**config.mk**
```make
export PLATFORM = sky130hd
export DESIGN_NAME = switch_irq
export DESIGN_NICKNAME = d
export VERILOG_FILES = /design/src/rtl/switch_irq_pkg.sv /design/src/rtl/switch_debounce.sv /design/src/rtl/switch_irq.sv
export SDC_FILE = /design/constraint.sdc
export NUM_CORES = 1
export LEC_CHECK = 0
export BUFFER_PORTS_ARGS = -buffer_cell sky130_fd_sc_hd__buf_2
export CAP_MARGIN = 20
export CORE_UTILIZATION = 64
export DETAILED_ROUTE_END_ITERATION = 7
export PLACE_DENSITY = 0.84
export SLEW_MARGIN = 20
export SYNTH_ARGS = -nofsm -noshare
export SYNTH_HDL_FRONTEND = slang
export SYNTH_SLANG_ARGS = --single-unit
```
**constraint.sdc**
```tcl
create_clock -name wb_clk -period 6.1 [get_ports wb_clk]
set_input_delay 1.22 -clock wb_clk [delete_from_list [all_inputs] [get_ports wb_clk]]
set_output_delay 1.22 -clock wb_clk [all_outputs]
set_load 0.1 [all_outputs]
```
**src/rtl/switch_irq_pkg.sv**
```systemverilog
// Shared register map, control bit positions and debounce depth for switch_irq.
package switch_irq_pkg;

  // Byte offsets of the 32-bit registers (bits [1:0] select the lane)
  localparam logic [3:0] ADDR_STATE = 4'h0;
  localparam logic [3:0] ADDR_EDGE  = 4'h4;
  localparam logic [3:0] ADDR_MASK  = 4'h8;
  localparam logic [3:0] ADDR_CTRL  = 4'hC;

  // CTRL register bit positions
  localparam int CTRL_RISE_EN = 0;
  localparam int CTRL_FALL_EN = 1;
  localparam int CTRL_PRIMED  = 7;

  // Consecutive equal tick samples needed to accept a new switch level
  localparam int DEBOUNCE_SAMPLES = 3;

  // Register base offset of a byte address (lane bits cleared)
  function automatic logic [3:0] reg_base(input logic [3:0] adr);
    return {adr[3:2], 2'b00};
  endfunction

endpackage

```
**src/rtl/switch_debounce.sv**
```systemverilog
// One switch bit: two-flop synchroniser, tick-sampled shift window, debounced
// level and single-cycle rise/fall pulses.
module switch_debounce
  import switch_irq_pkg::*;
(
  input  logic clk,
  input  logic rst,
  input  logic tick,
  input  logic primed,
  input  logic raw,
  output logic state_o,
  output logic stable_o,
  output logic rise_o,
  output logic fall_o
);

  logic [1:0]                  sync_q;
  logic [DEBOUNCE_SAMPLES-1:0] samples_q;
  logic [DEBOUNCE_SAMPLES-1:0] samples_d;
  logic                        state_q;
  logic                        agree;
  logic                        change;

  // Window as it will be after this tick: newest sample enters at bit 0
  assign samples_d = {samples_q[DEBOUNCE_SAMPLES-2:0], sync_q[1]};
  assign agree     = (samples_d == '0) || (samples_d == '1);
  // Before priming the load is unconditional, so only the event pulses
  // below look at primed; the level update itself is the same either way.
  assign change    = tick && agree && (state_q != samples_d[0]);

  assign state_o  = state_q;
  assign stable_o = agree;
  assign rise_o   = change && primed && samples_d[0];
  assign fall_o   = change && primed && !samples_d[0];

  // Two-flop synchroniser for the asynchronous switch input
  always_ff @(posedge clk) begin
    if (rst) sync_q <= '0;
    else     sync_q <= {sync_q[0], raw};
  end

  // Sample window shifts once per tick
  always_ff @(posedge clk) begin
    if (rst)       samples_q <= '0;
    else if (tick) samples_q <= samples_d;
  end

  // Debounced level follows a full window of agreeing samples
  always_ff @(posedge clk) begin
    if (rst)         state_q <= 1'b0;
    else if (change) state_q <= samples_d[0];
  end

endmodule

```
**src/rtl/switch_irq.sv**
```systemverilog
// Wishbone slave exposing debounced switches, sticky edge flags, an
// interrupt mask and a control register; drives a level interrupt.
module switch_irq
  import switch_irq_pkg::*;
#(
  parameter int WIDTH       = 16,
  parameter int TICK_CYCLES = 100000
) (
  input  logic             wb_clk,
  input  logic             wb_rst,
  input  logic [3:0]       wb_adr_i,
  input  logic [7:0]       wb_dat_i,
  input  logic             wb_we_i,
  input  logic             wb_cyc_i,
  input  logic             wb_stb_i,
  input  logic [2:0]       wb_cti_i,
  input  logic [1:0]       wb_bte_i,
  output logic [7:0]       wb_dat_o,
  output logic             wb_ack_o,
  output logic             wb_err_o,
  output logic             wb_rty_o,
  input  logic [WIDTH-1:0] switch_i,
  output logic             irq_o
);

  localparam int               CNT_W    = (TICK_CYCLES > 2) ? $clog2(TICK_CYCLES) : 1;
  localparam logic [CNT_W-1:0] CNT_LAST = CNT_W'(TICK_CYCLES - 1);

  logic [CNT_W-1:0] cnt_q, cnt_d;
  logic             tick;
  logic             primed_q;
  logic             rise_en_q, fall_en_q;
  logic [WIDTH-1:0] state_w, stable_w, rise_w, fall_w;
  logic [WIDTH-1:0] evt_q, evt_d, mask_q, mask_d;
  logic             ack_q, irq_q;
  logic [7:0]       dat_q;
  logic             req, wr_edge, wr_mask, wr_ctrl;
  logic [31:0]      rd_word;
  logic [7:0]       rd_byte;
  logic             unused_in;

  // Burst hints are ignored: every access is handled as a classic cycle
  assign unused_in = &{1'b0, wb_cti_i, wb_bte_i, wb_dat_i};

  assign tick  = (cnt_q == CNT_LAST);
  assign cnt_d = tick ? '0 : cnt_q + CNT_W'(1);

  // A new request is only accepted while ack is low, giving 2-cycle accesses
  assign req     = wb_cyc_i && wb_stb_i && !ack_q;
  assign wr_edge = req && wb_we_i && (reg_base(wb_adr_i) == ADDR_EDGE);
  assign wr_mask = req && wb_we_i && (reg_base(wb_adr_i) == ADDR_MASK);
  assign wr_ctrl = req && wb_we_i && (reg_base(wb_adr_i) == ADDR_CTRL);

  for (genvar gi = 0; gi < WIDTH; gi++) begin : g_bit
    localparam logic [1:0] LANE = 2'(gi / 8);
    logic lane_hit;
    logic wbit;

    assign lane_hit = (wb_adr_i[1:0] == LANE);
    assign wbit     = wb_dat_i[gi % 8];

    switch_debounce u_db (
      .clk      (wb_clk),
      .rst      (wb_rst),
      .tick     (tick),
      .primed   (primed_q),
      .raw      (switch_i[gi]),
      .state_o  (state_w[gi]),
      .stable_o (stable_w[gi]),
      .rise_o   (rise_w[gi]),
      .fall_o   (fall_w[gi])
    );

    // A new event overrides a same-cycle write-1-to-clear
    assign evt_d[gi]  = (evt_q[gi] & ~(wr_edge & lane_hit & wbit))
                      | (rise_w[gi] & rise_en_q)
                      | (fall_w[gi] & fall_en_q);
    assign mask_d[gi] = (wr_mask && lane_hit) ? wbit : mask_q[gi];
  end

  // Read mux: register contents as seen in the strobe-sample cycle
  always_comb begin
    rd_word = '0;
    case (reg_base(wb_adr_i))
      ADDR_STATE: rd_word = 32'(state_w);
      ADDR_EDGE:  rd_word = 32'(evt_q);
      ADDR_MASK:  rd_word = 32'(mask_q);
      default: begin
        rd_word[CTRL_RISE_EN] = rise_en_q;
        rd_word[CTRL_FALL_EN] = fall_en_q;
        rd_word[CTRL_PRIMED]  = primed_q;
      end
    endcase
    case (wb_adr_i[1:0])
      2'd0:    rd_byte = rd_word[7:0];
      2'd1:    rd_byte = rd_word[15:8];
      2'd2:    rd_byte = rd_word[23:16];
      default: rd_byte = rd_word[31:24];
    endcase
  end

  // Tick counter and the one-time priming flag
  always_ff @(posedge wb_clk) begin
    if (wb_rst) begin
      cnt_q    <= '0;
      primed_q <= 1'b0;
    end else begin
      cnt_q <= cnt_d;
      if (tick && (&stable_w)) primed_q <= 1'b1;
    end
  end

  // Register file: sticky edges, mask and control enables
  always_ff @(posedge wb_clk) begin
    if (wb_rst) begin
      evt_q     <= '0;
      mask_q    <= '0;
      rise_en_q <= 1'b0;
      fall_en_q <= 1'b0;
    end else begin
      evt_q  <= evt_d;
      mask_q <= mask_d;
      if (wr_ctrl && (wb_adr_i[1:0] == 2'd0)) begin
        rise_en_q <= wb_dat_i[CTRL_RISE_EN];
        fall_en_q <= wb_dat_i[CTRL_FALL_EN];
      end
    end
  end

  // Bus response: one-cycle ack with registered read data
  always_ff @(posedge wb_clk) begin
    if (wb_rst) begin
      ack_q <= 1'b0;
      dat_q <= '0;
    end else begin
      ack_q <= req;
      if (req) dat_q <= rd_byte;
    end
  end

  // Interrupt lags EDGE/MASK by one cycle
  always_ff @(posedge wb_clk) begin
    if (wb_rst) irq_q <= 1'b0;
    else        irq_q <= |(evt_q & mask_q);
  end

  assign wb_dat_o = dat_q;
  assign wb_ack_o = ack_q;
  assign wb_err_o = 1'b0;
  assign wb_rty_o = 1'b0;
  assign irq_o    = irq_q;

endmodule

```
==> run_results.csv, run 1 <==
group,metric,value,unit
status,status,"completed",
sta,period_minus_slack,2.72,ns
drt,routed_wl,14300,um
synth,syn_inst,751,
pwr,ir_drop,0.000256,V
finish,drive_above_1_share,0.109,
synth,ys_types,50,
die,fp.dieW,100,um
setup_path,timing.critical_path.to_type,"register",
sta,timing.final.hold_violations,0,
sta,tightest_slew,0.855,ns
die,dieArea,10000,um^2
place,hpwl,9440,um
cts,cts_tree,"built",
sta,finalSetupViolCount,0,
job,max-cap-violations,0,
setup_path,crit_required,6.54,ns
grt,grt_usage,0.301,
drt,wl_per_cell,15.6,um
grt,grt_antenna_before_repair,0,
finish,num_antenna_cells,0,
cts,cts-resized-gates,0,
sta,fmax,0.368,GHz
cts,postCtsSetupRepairBufs,0,
sta,finalMaxSlewViolations,0,
sta,setup_tns,0,ns
grt,grt_pass1_vias,4998,
pwr,power_density,288,nW/um^2
drt,viasPerCell,5.91,
place,place_congestion,0.892,
die,core_area,9280,um^2
setup_path,worst-setup-path-type,"reg -> reg",
grt,grt_pass1_wl,23600,um
setup_path,cp-start-kind,"register",
die,start_util,0.665,
sta,grt_setup_unrepaired,"no",
synth,synth-main-ff-cell,"dfxtp_1",
pwr,p_leak,2.54,nW
hold_path,hold_path_class,"reg -> reg",
cts,root_buffer,"clkbuf_8",
finish,fin_nets,816,
die,rows,35,
sta,clock_skew,0.0131,ns
cts,clock-sinks,142,
cts,path_clk_slew,0.07,ns
finish,stdcell_area,6960,um^2
cts,htreeDepth,4,
drt,drcViolationCount,0,
drt,drtPass1Iterations,5,
synth,async_flop_share,0,
finish,area_growth,12.7,%
setup_path,critPathArrivalTime,3.16,ns
synth,netlist_area,6170,um^2
cts,cts_buffers,17,
drt,detail-route-antenna-nets,0,
place,port_buffers,42,
cts,insertion_delay,0.52,ns
synth,yosysWarningCount,0,
grt,grt_overflow,0,
cts,cts_buffer_depth,2,
setup_path,cp_max_fo,55,
cts,postCtsHoldBufs,0,
place,place_area,6400,um^2
synth,syn_area_per_cell,8.22,um^2
sta,post-route-period-util,0.445,
grt,grt_max_degree,76,
die,io_pins,50,
synth,seq_area_frac_synth,0.461,
sta,relSlewSlack,0.429,
drt,drt_iter0_drc,345,
drt,vias,5433,
die,die_h,100,um
synth,yosys_register_bits,142,
synth,synth_edf_count,0,
## layer usage
layer  share of wire  vias to the layer above  GRT usage
met4           0.024                        0      0.128
met2            0.48                      206      0.495
li1                -                     2645          -
met1            0.44                     2556      0.383
met3           0.065                       26     0.0627
met5               0                        -          0
## cell usage in the layout, fill, tap and decap left out, types with 16 or more instances in the layout
| master | count |
|---|---|
| a21oi_1 | 74 |
| nor2b_1 | 34 |
| buf_2 | 41 |
| mux2i_1 | 33 |
| o21ai_0 | 37 |
| nand2_1 | 140 |
| clkbuf_16 | 16 |
| nor3_1 | 24 |
| dfxtp_1 | 142 |
| nor2_1 | 73 |
## logic make-up (layout without fill, tap and decap cells)
logic type      after synthesis  in the layout  share of synthesized area
buf+inv                      56             94                     0.0405
mux                          36             36                     0.0626
flops                       142            142                      0.461
fa+ha+maj                     1              1                    0.00203
compound gates              167            167                      0.154
other cells                   1              2                   0.000608
xor+xnor                     15             15                     0.0213
simple gates                333            333                      0.258
## synth_stat cells, types with 2 or more instances
| cell | instances | share of area |
|---|---|---|
| buf_4 | 2 | 0.0024 |
| nand2_1 | 140 | 0.085 |
| clkbuf_1 | 28 | 0.017 |
| a211oi_1 | 2 | 0.0024 |
| dfxtp_1 | 142 | 0.46 |
| a22oi_1 | 2 | 0.0024 |
| a221oi_1 | 6 | 0.0085 |
| nor2b_1 | 34 | 0.034 |
| o21ai_1 | 15 | 0.012 |
| mux2i_1 | 33 | 0.054 |
| nor3_1 | 24 | 0.019 |
| and3_1 | 7 | 0.0071 |
| o31ai_1 | 7 | 0.0085 |
| nor2_1 | 73 | 0.044 |
| a22o_1 | 3 | 0.0043 |
| buf_1 | 5 | 0.0030 |
| xnor2_1 | 8 | 0.011 |
| xor2_1 | 7 | 0.0099 |
| buf_2 | 2 | 0.0016 |
| nand4_1 | 8 | 0.0081 |
| nand3_1 | 11 | 0.0089 |
| buf_6 | 4 | 0.0073 |
| or3_1 | 5 | 0.0051 |
| mux4_2 | 2 | 0.0073 |
| o21ai_0 | 37 | 0.030 |
| nor4_2 | 2 | 0.0041 |
| inv_1 | 15 | 0.0091 |
| nand3b_1 | 9 | 0.011 |
| or4b_1 | 2 | 0.0032 |
| a21oi_1 | 74 | 0.060 |
| nor4_1 | 2 | 0.0020 |
| o211ai_1 | 15 | 0.018 |
| and4b_1 | 8 | 0.013 |
## power breakdown
group	switching, mW	internal [mW]
clock	0.419	0.548
combinational	0.0581	0.0266
sequential	0.00858	0.940
total	0.485	1.52
## state kept, by name, summed over array words and instances (netlist names)
signal and flops:
cnt_q 17, evt_q 16, fall_en_q 1, g_bit.u_db.samples_q 32
g_bit.u_db.state_o 16, g_bit.u_db.sync_q 32, irq_o 1, mask_q 16
primed_q 1, rise_en_q 1, wb_ack_o 1, wb_dat_o 8
## final cells by class
| type | count | area, um^2 |
|---|---|---|
| multi-input cells | 554 | 3090 |
| flip-flops and latches | 142 | 2840 |
| fillers | 707 | 2330 |
| clock buffers | 18 | 418 |
| repair buffers | 47 | 250 |
| well taps | 129 | 161 |
| clock inverters | 14 | 134 |
| inverters | 15 | 56.3 |
## stage by stage
stage / utilization / std cells / hold slack [ns] / power, mW / setup WS (ns)
after floorplan: - / 752 / 0.414 / 1.03 / 3.43
after global placement: 0.690 / 887 / 0.417 / 1.05 / 3.07
after detailed placement: 0.690 / 887 / 0.422 / 1.05 / 3.01
after CTS: 0.749 / 919 / 0.436 / 2.01 / 3.39
after global routing: 0.749 / 919 / 0.459 / 2.05 / 3.26
final: 0.749 / 919 / 0.434 / 2.00 / 3.38
## path summary, 6_finish.rpt
kind | cells past startpoint | slack, ns | end | startpoint
hold / removal | 1 | 0.43 | g_bit[14].u_db.sync_q[1] | g_bit[14].u_db.sync_q[0]
setup / recovery | 6 | 3.38 | evt_q[3] | cnt_q[5]
setup reg to reg | 6 | 3.38 | evt_q[3] | cnt_q[5]
hold reg to reg | 1 | 0.43 | g_bit[14].u_db.sync_q[1] | g_bit[14].u_db.sync_q[0]
## worst max-delay path, stage by stage, from the launching register on
cell     delay [ns]
dfxtp_1        0.35
or4b_1         0.60
or4_2          0.66
buf_4          0.34
nor2_8         0.30
o21ai_0        0.19
a21oi_1        0.18
(Power assumes the default switching activity.)
==> run 2: changes to the inputs <==
Settings changed: ABC_AREA set to 1, CORE_UTILIZATION 64 to 60, PLACE_DENSITY 0.84 to 0.8.
Clock period 6.1 ns to 2.6 ns, I/O delays scaled along.
==> run 2 against run 1 <==
Compared with the run above:
- non-clock buffer count grew 6
- flip-flop and latch count is the same
- routed wire length grew 3.2%
- synthesized cell count grew 22%
- first-iteration DRC count grew 50%
- critical path depth grew 2
==> run_results.csv, run 2 <==
group,metric,value,unit
status,status,"completed",
drt,drtPass1Iterations,5,
finish,final_common_cell,"nand2_1",
cts,cts_tree,"built",
setup_path,cp_max_fo,34,
sta,finalMaxSlewViolations,0,
sta,post-route-period-util,0.756,
place,port_buffers,42,
grt,grt_max_degree,59,
place,dp_slack,0.515,ns
synth,yosysTopAreaCell,"dfxtp_1",
synth,syn_area_per_cell,6.96,um^2
finish,reg.largest.list,"g_bit.u_db.samples_q x32, g_bit.u_db.sync_q x32, cnt_q x17",
die,core_area,10300,um^2
synth,synth-main-ff-cell,"dfxtp_1",
finish,fin_nets,989,
drt,drcViolationCount,0,
setup_path,slowest_delay,0.42,ns
pwr,power_density,683,nW/um^2
grt,grt_antenna_before_repair,0,
setup_path,crit_required,3.08,ns
cts,path_clk_slew,0.06,ns
cts,htreeDepth,4,
finish,num_antenna_cells,0,
sta,grt_setup_unrepaired,"no",
grt,grt_usage,0.288,
synth,yosysMostFrequentCell,"nand2_1",
sta,timing.final.hold_violations,0,
sta,setup_tns,0,ns
cts,cts_buffers,17,
setup_path,critPathArrivalTime,2.44,ns
sta,clock_skew,0.00634,ns
synth,yosysWarningCount,0,
place,place_congestion,0.997,
die,start_util,0.618,
sta,final.setup.worst_slack,0.634,ns
synth,syn_inst,913,
hold_path,hold_path_class,"in -> reg",
drt,drt_iter0_drc,516,
die,die_h,105,um
sta,fmax,0.509,GHz
synth,seq_area_frac_synth,0.447,
cts,root_buffer,"clkbuf_8",
finish,fillCellCount,899,
finish,area_growth,13.9,%
finish,drive_above_1_share,0.102,
cts,postCtsSetupRepairBufs,0,
grt,grt_pass1_wl,24800,um
synth,synth_edf_count,0,
setup_path,cpMaxStageDelayCell,"nor2_8",
synth,async_flop_share,0,
drt,wl_per_cell,13.5,um
drt,routed_wl,14800,um
pwr,ir_drop,0.000563,V
grt,grt_overflow,0,
synth,ys_types,34,
drt,detail-route-antenna-nets,0,
grt,grt_pass1_vias,5420,
sta,relSlewSlack,0.579,
sta,tightest_slew,0.632,ns
cts,insertion_delay,0.55,ns
cts,clock-sinks,142,
setup_path,cp-start-kind,"register",
cts,cts_buffer_depth,2,
die,fp.dieW,105,um
job,max-cap-violations,0,
synth,synthTopCellsByCount,"nand2_1 (172), dfxtp_1 (142), a21oi_1 (118), inv_1 (116), nor2_1 (110)",
synth,netlist_area,6360,um^2
finish,layout.cells.non_filler,1096,
cts,postCtsHoldBufs,0,
place,placed_cells,1067,
synth,ys_top_cells_by_area,"dfxtp_1 (45%), nand2_1 (10%), a21oi_1 (9.3%)",
cts,cts-resized-gates,0,
die,rows,37,
pwr,p_total,4.95,mW
setup_path,worst-setup-path-type,"reg -> reg",
die,dieArea,11000,um^2
drt,vias,5953,
place,hpwl,10100,um
finish,final_cell_mix,"nand2_1 (172), dfxtp_1 (142), a21oi_1 (118)",
sta,period_minus_slack,1.97,ns
drt,viasPerCell,5.43,
synth,yosysTopAreaCellShare,0.447,
sta,finalSetupViolCount,0,
pwr,p_leak,3.03,nW
die,io_pins,50,
setup_path,timing.critical_path.to_type,"register",
setup_path,worstPathCellList,"ha_1 -> nand3_1 -> nor2_1 -> inv_1 -> nor2_8 -> buf_4 -> o21ai_0 -> a21oi_1",
synth,yosys_register_bits,142,
[run 2: metal layers]
metal	GRT usage	vias to the layer above	share of wire
met5	0	-	0
met4	0.145	0	0.032
met3	0.0755	39	0.064
met2	0.452	197	0.45
met1	0.365	2689	0.45
li1	-	3028	-
[run 2: report_power, final]
part | total [mW] | switching (mW) | internal, mW
sequential | 2.24 | 0.0302 | 2.21
clock | 2.44 | 0.902 | 1.54
combinational | 0.265 | 0.191 | 0.0742
total | 4.95 | 1.12 | 3.82
[run 2: cell type report]
type,instances,area (um^2),area share
multi-input combinational,617,2890,0.399
sequential,142,2840,0.393
inverter,119,447,0.0617
clock buffer,18,418,0.0577
timing repair buffer,53,305,0.0422
clock inverter,11,170,0.0235
tap,136,170,0.0235
[run 2: logic make-up (layout without fill, tap and decap cells)]
logic type	count (synthesis)	in the layout	synth area share
simple gates	367	367	0.243
compound gates	239	239	0.197
buf+inv	155	201	0.0992
flops	142	142	0.447
xor+xnor	8	8	0.0110
fa+ha+maj	1	1	0.00197
other cells	1	2	0.000590
[run 2: final timing paths]
check	from	end	slack [ns]	depth (start not counted)
hold / removal	switch_i[1]	g_bit[1].u_db.sync_q[0]	0.17	3
hold reg to reg	g_bit[11].u_db.sync_q[0]	g_bit[11].u_db.sync_q[1]	0.40	2
setup reg to reg	cnt_q[0]	g_bit[0].u_db.samples_q[1]	0.63	8
setup / recovery	cnt_q[0]	g_bit[0].u_db.samples_q[1]	0.63	8
[run 2: metrics by stage]
step | utilization | cell area [um^2] | hold slack (ns)
2_1_floorplan | - | 6360 | 0.388
3_3_place_gp | 0.647 | 6650 | 0.390
3_5_place_dp | 0.647 | 6650 | 0.395
4_1_cts | 0.704 | 7240 | 0.152
5_1_grt | 0.704 | 7240 | 0.166
6_report | 0.704 | 7240 | 0.175
[run 2: critical path, delay by kind of cell (launching register included)]
kind | cells | cell delay [ns]
AOI/OAI and AO/OA | 2 | 0.22
adders and majority gates | 1 | 0.19
buffers and inverters | 2 | 0.39
DFF | 1 | 0.35
and+or+nand+nor | 3 | 0.74
==> run 3: changes to the inputs <==
Settings changed: ABC_AREA 1 to 0, CORE_UTILIZATION 60 to 59, PLACE_DENSITY 0.8 to 0.79.
Clock period 2.6 ns to 2 ns, I/O delays scaled along.
==> run 3 against run 2 <==
Compared with the run above:
- the flow now finishes with violations (negative setup slack)
- register-to-register slack got worse by 0.81 ns
- cell count fell by 12%
- clock skew rose by 0.0011 ns
- die area fell by 1.2%
- clock power rose by 18%
- total power rose by 23%
- count of clock-buffer cells in the layout rose by 2
- global-route usage rose by 0.63 points
- setup slack got worse by 0.81 ns
- utilization rose by 5.7 points
- flip-flop and latch count did not move
- highest routed layer unchanged
==> run_results.csv, run 3 (same netlist as run 1, synthesis figures left out) <==
group,metric,value,unit
setup_path,worstPathCellList,"or4b_4 -> or4_4 -> buf_6 -> o31ai_1 -> a21oi_1",
sta,clock_skew,0.00740,ns
setup_path,crit_required,2.41,ns
setup_path,timing.critical_path.to_type,"register",
finish,stdcell_area,7580,um^2
die,io_pins,50,
setup_path,path_delay_family,"simple AND/OR/NAND/NOR gates",
setup_path,cp_max_fo,9,
sta,fmax,0.460,GHz
drt,drtPass1Iterations,6,
pwr,p_total,6.08,mW
status,failed_checks,"negative setup slack",
place,hpwl,10300,um
finish,drive_above_1_share,0.196,
grt,grt_overflow,0,
place,place_congestion,0.926,
setup_path,slowest_delay,0.62,ns
grt,grt_max_degree,56,
drt,wl_per_cell,17.0,um
cts,cts_buffers,17,
finish,area_growth,22.8,%
finish,reg.largest.list,"g_bit.u_db.samples_q x32, g_bit.u_db.sync_q x32, cnt_q x17",
sta,timing.final.hold_violations,0,
cts,insertion_delay,0.53,ns
sta,grt_setup_unrepaired,"yes",
sta,finalMaxSlewViolations,0,
cts,root_buffer,"clkbuf_8",
drt,vias,5751,
sta,post-route-period-util,1.09,
cts,htreeDepth,4,
finish,post-route-util,0.761,
grt,grt_pass1_wl,25300,um
setup_path,worst-setup-path-type,"reg -> reg",
cts,cts_tree,"built",
setup_path,cp-start-kind,"register",
place,placed_cells,929,
cts,clock-sinks,142,
sta,setup_tns,-5.59,ns
grt,grt_pass1_vias,5309,
finish,fin_nets,862,
hold_path,hold_path_class,"in -> reg",
grt,grt_usage,0.294,
finish,final_common_cell,"dfxtp_1",
drt,routed_wl,16400,um
drt,drcViolationCount,0,
setup_path,critPathArrivalTime,2.58,ns
sta,period_minus_slack,2.17,ns
pwr,power_density,802,nW/um^2
finish,final_cell_mix,"dfxtp_1 (137), nand2_1 (132), nor2_1 (73)",
grt,grt_antenna_before_repair,0,
sta,final.setup.worst_slack,-0.172,ns
setup_path,reg2reg_setup_slack,-0.17,ns
sta,fin_worst_hold_slack,0.0718,ns
die,dieArea,10900,um^2
status,status,"finished, violations left",
place,port_buffers,42,
finish,num_antenna_cells,0,
finish,layout.cells.non_filler,969,
die,core_area,9950,um^2
setup_path,path_buf_inv,1,
place,dp_slack,-0.133,ns
sta,finalSetupViolCount,65,
die,rows,36,
drt,detail-route-antenna-nets,0,
setup_path,cpMaxStageDelayCell,"or4_4",
die,start_util,0.620,
job,max-cap-violations,0,
drt,viasPerCell,5.93,
die,fp.dieW,104,um
cts,cts_buffer_depth,2,
die,die_h,104,um
pwr,p_leak,2.82,nW
pwr,ir_drop,0.000630,V
cts,postCtsHoldBufs,0,
cts,path_clk_slew,0.06,ns
drt,drt_iter0_drc,448,
place,place_area,6790,um^2
-- run 3: path summary, 6_finish.rpt --
path / start / endpoint / cells past startpoint
max: cnt_q[6] / g_bit[12].u_db.state_o / 5
min: switch_i[1] / g_bit[1].u_db.sync_q[0] / 2
max reg2reg: cnt_q[6] / g_bit[12].u_db.state_o / 5
min reg2reg: g_bit[0].u_db.sync_q[0] / g_bit[0].u_db.sync_q[1] / 1
-- run 3: timing repair --
action	4_1_cts	5_1_grt
setup endpoints to repair	57	69
buffers inserted	0	4
gates resized for setup	13	28
pin swaps	1	19
gates cloned	0	4
-- run 3: routing by layer --
layer	global-route usage	routed length (um)	vias up
met5	0	0	-
met4	0.143	702	0
met3	0.0602	1050	66
met2	0.490	7980	258
met1	0.361	6710	2680
li1	-	-	2747
-- run 3: final cells by class --
cell class,instances,area (um^2)
Tap cell,133,166
Inverter,15,56.3
Clock buffer,20,425
Sequential cell,142,2850
Multi-Input combinational cell,554,3210
Timing Repair Buffer,93,751
Clock inverter,12,115
Fill cell,693,2380
-- run 3: power by group --
group	internal, mW	switching (mW)
clock	1.66	1.23
combinational	0.105	0.188
sequential	2.87	0.0283
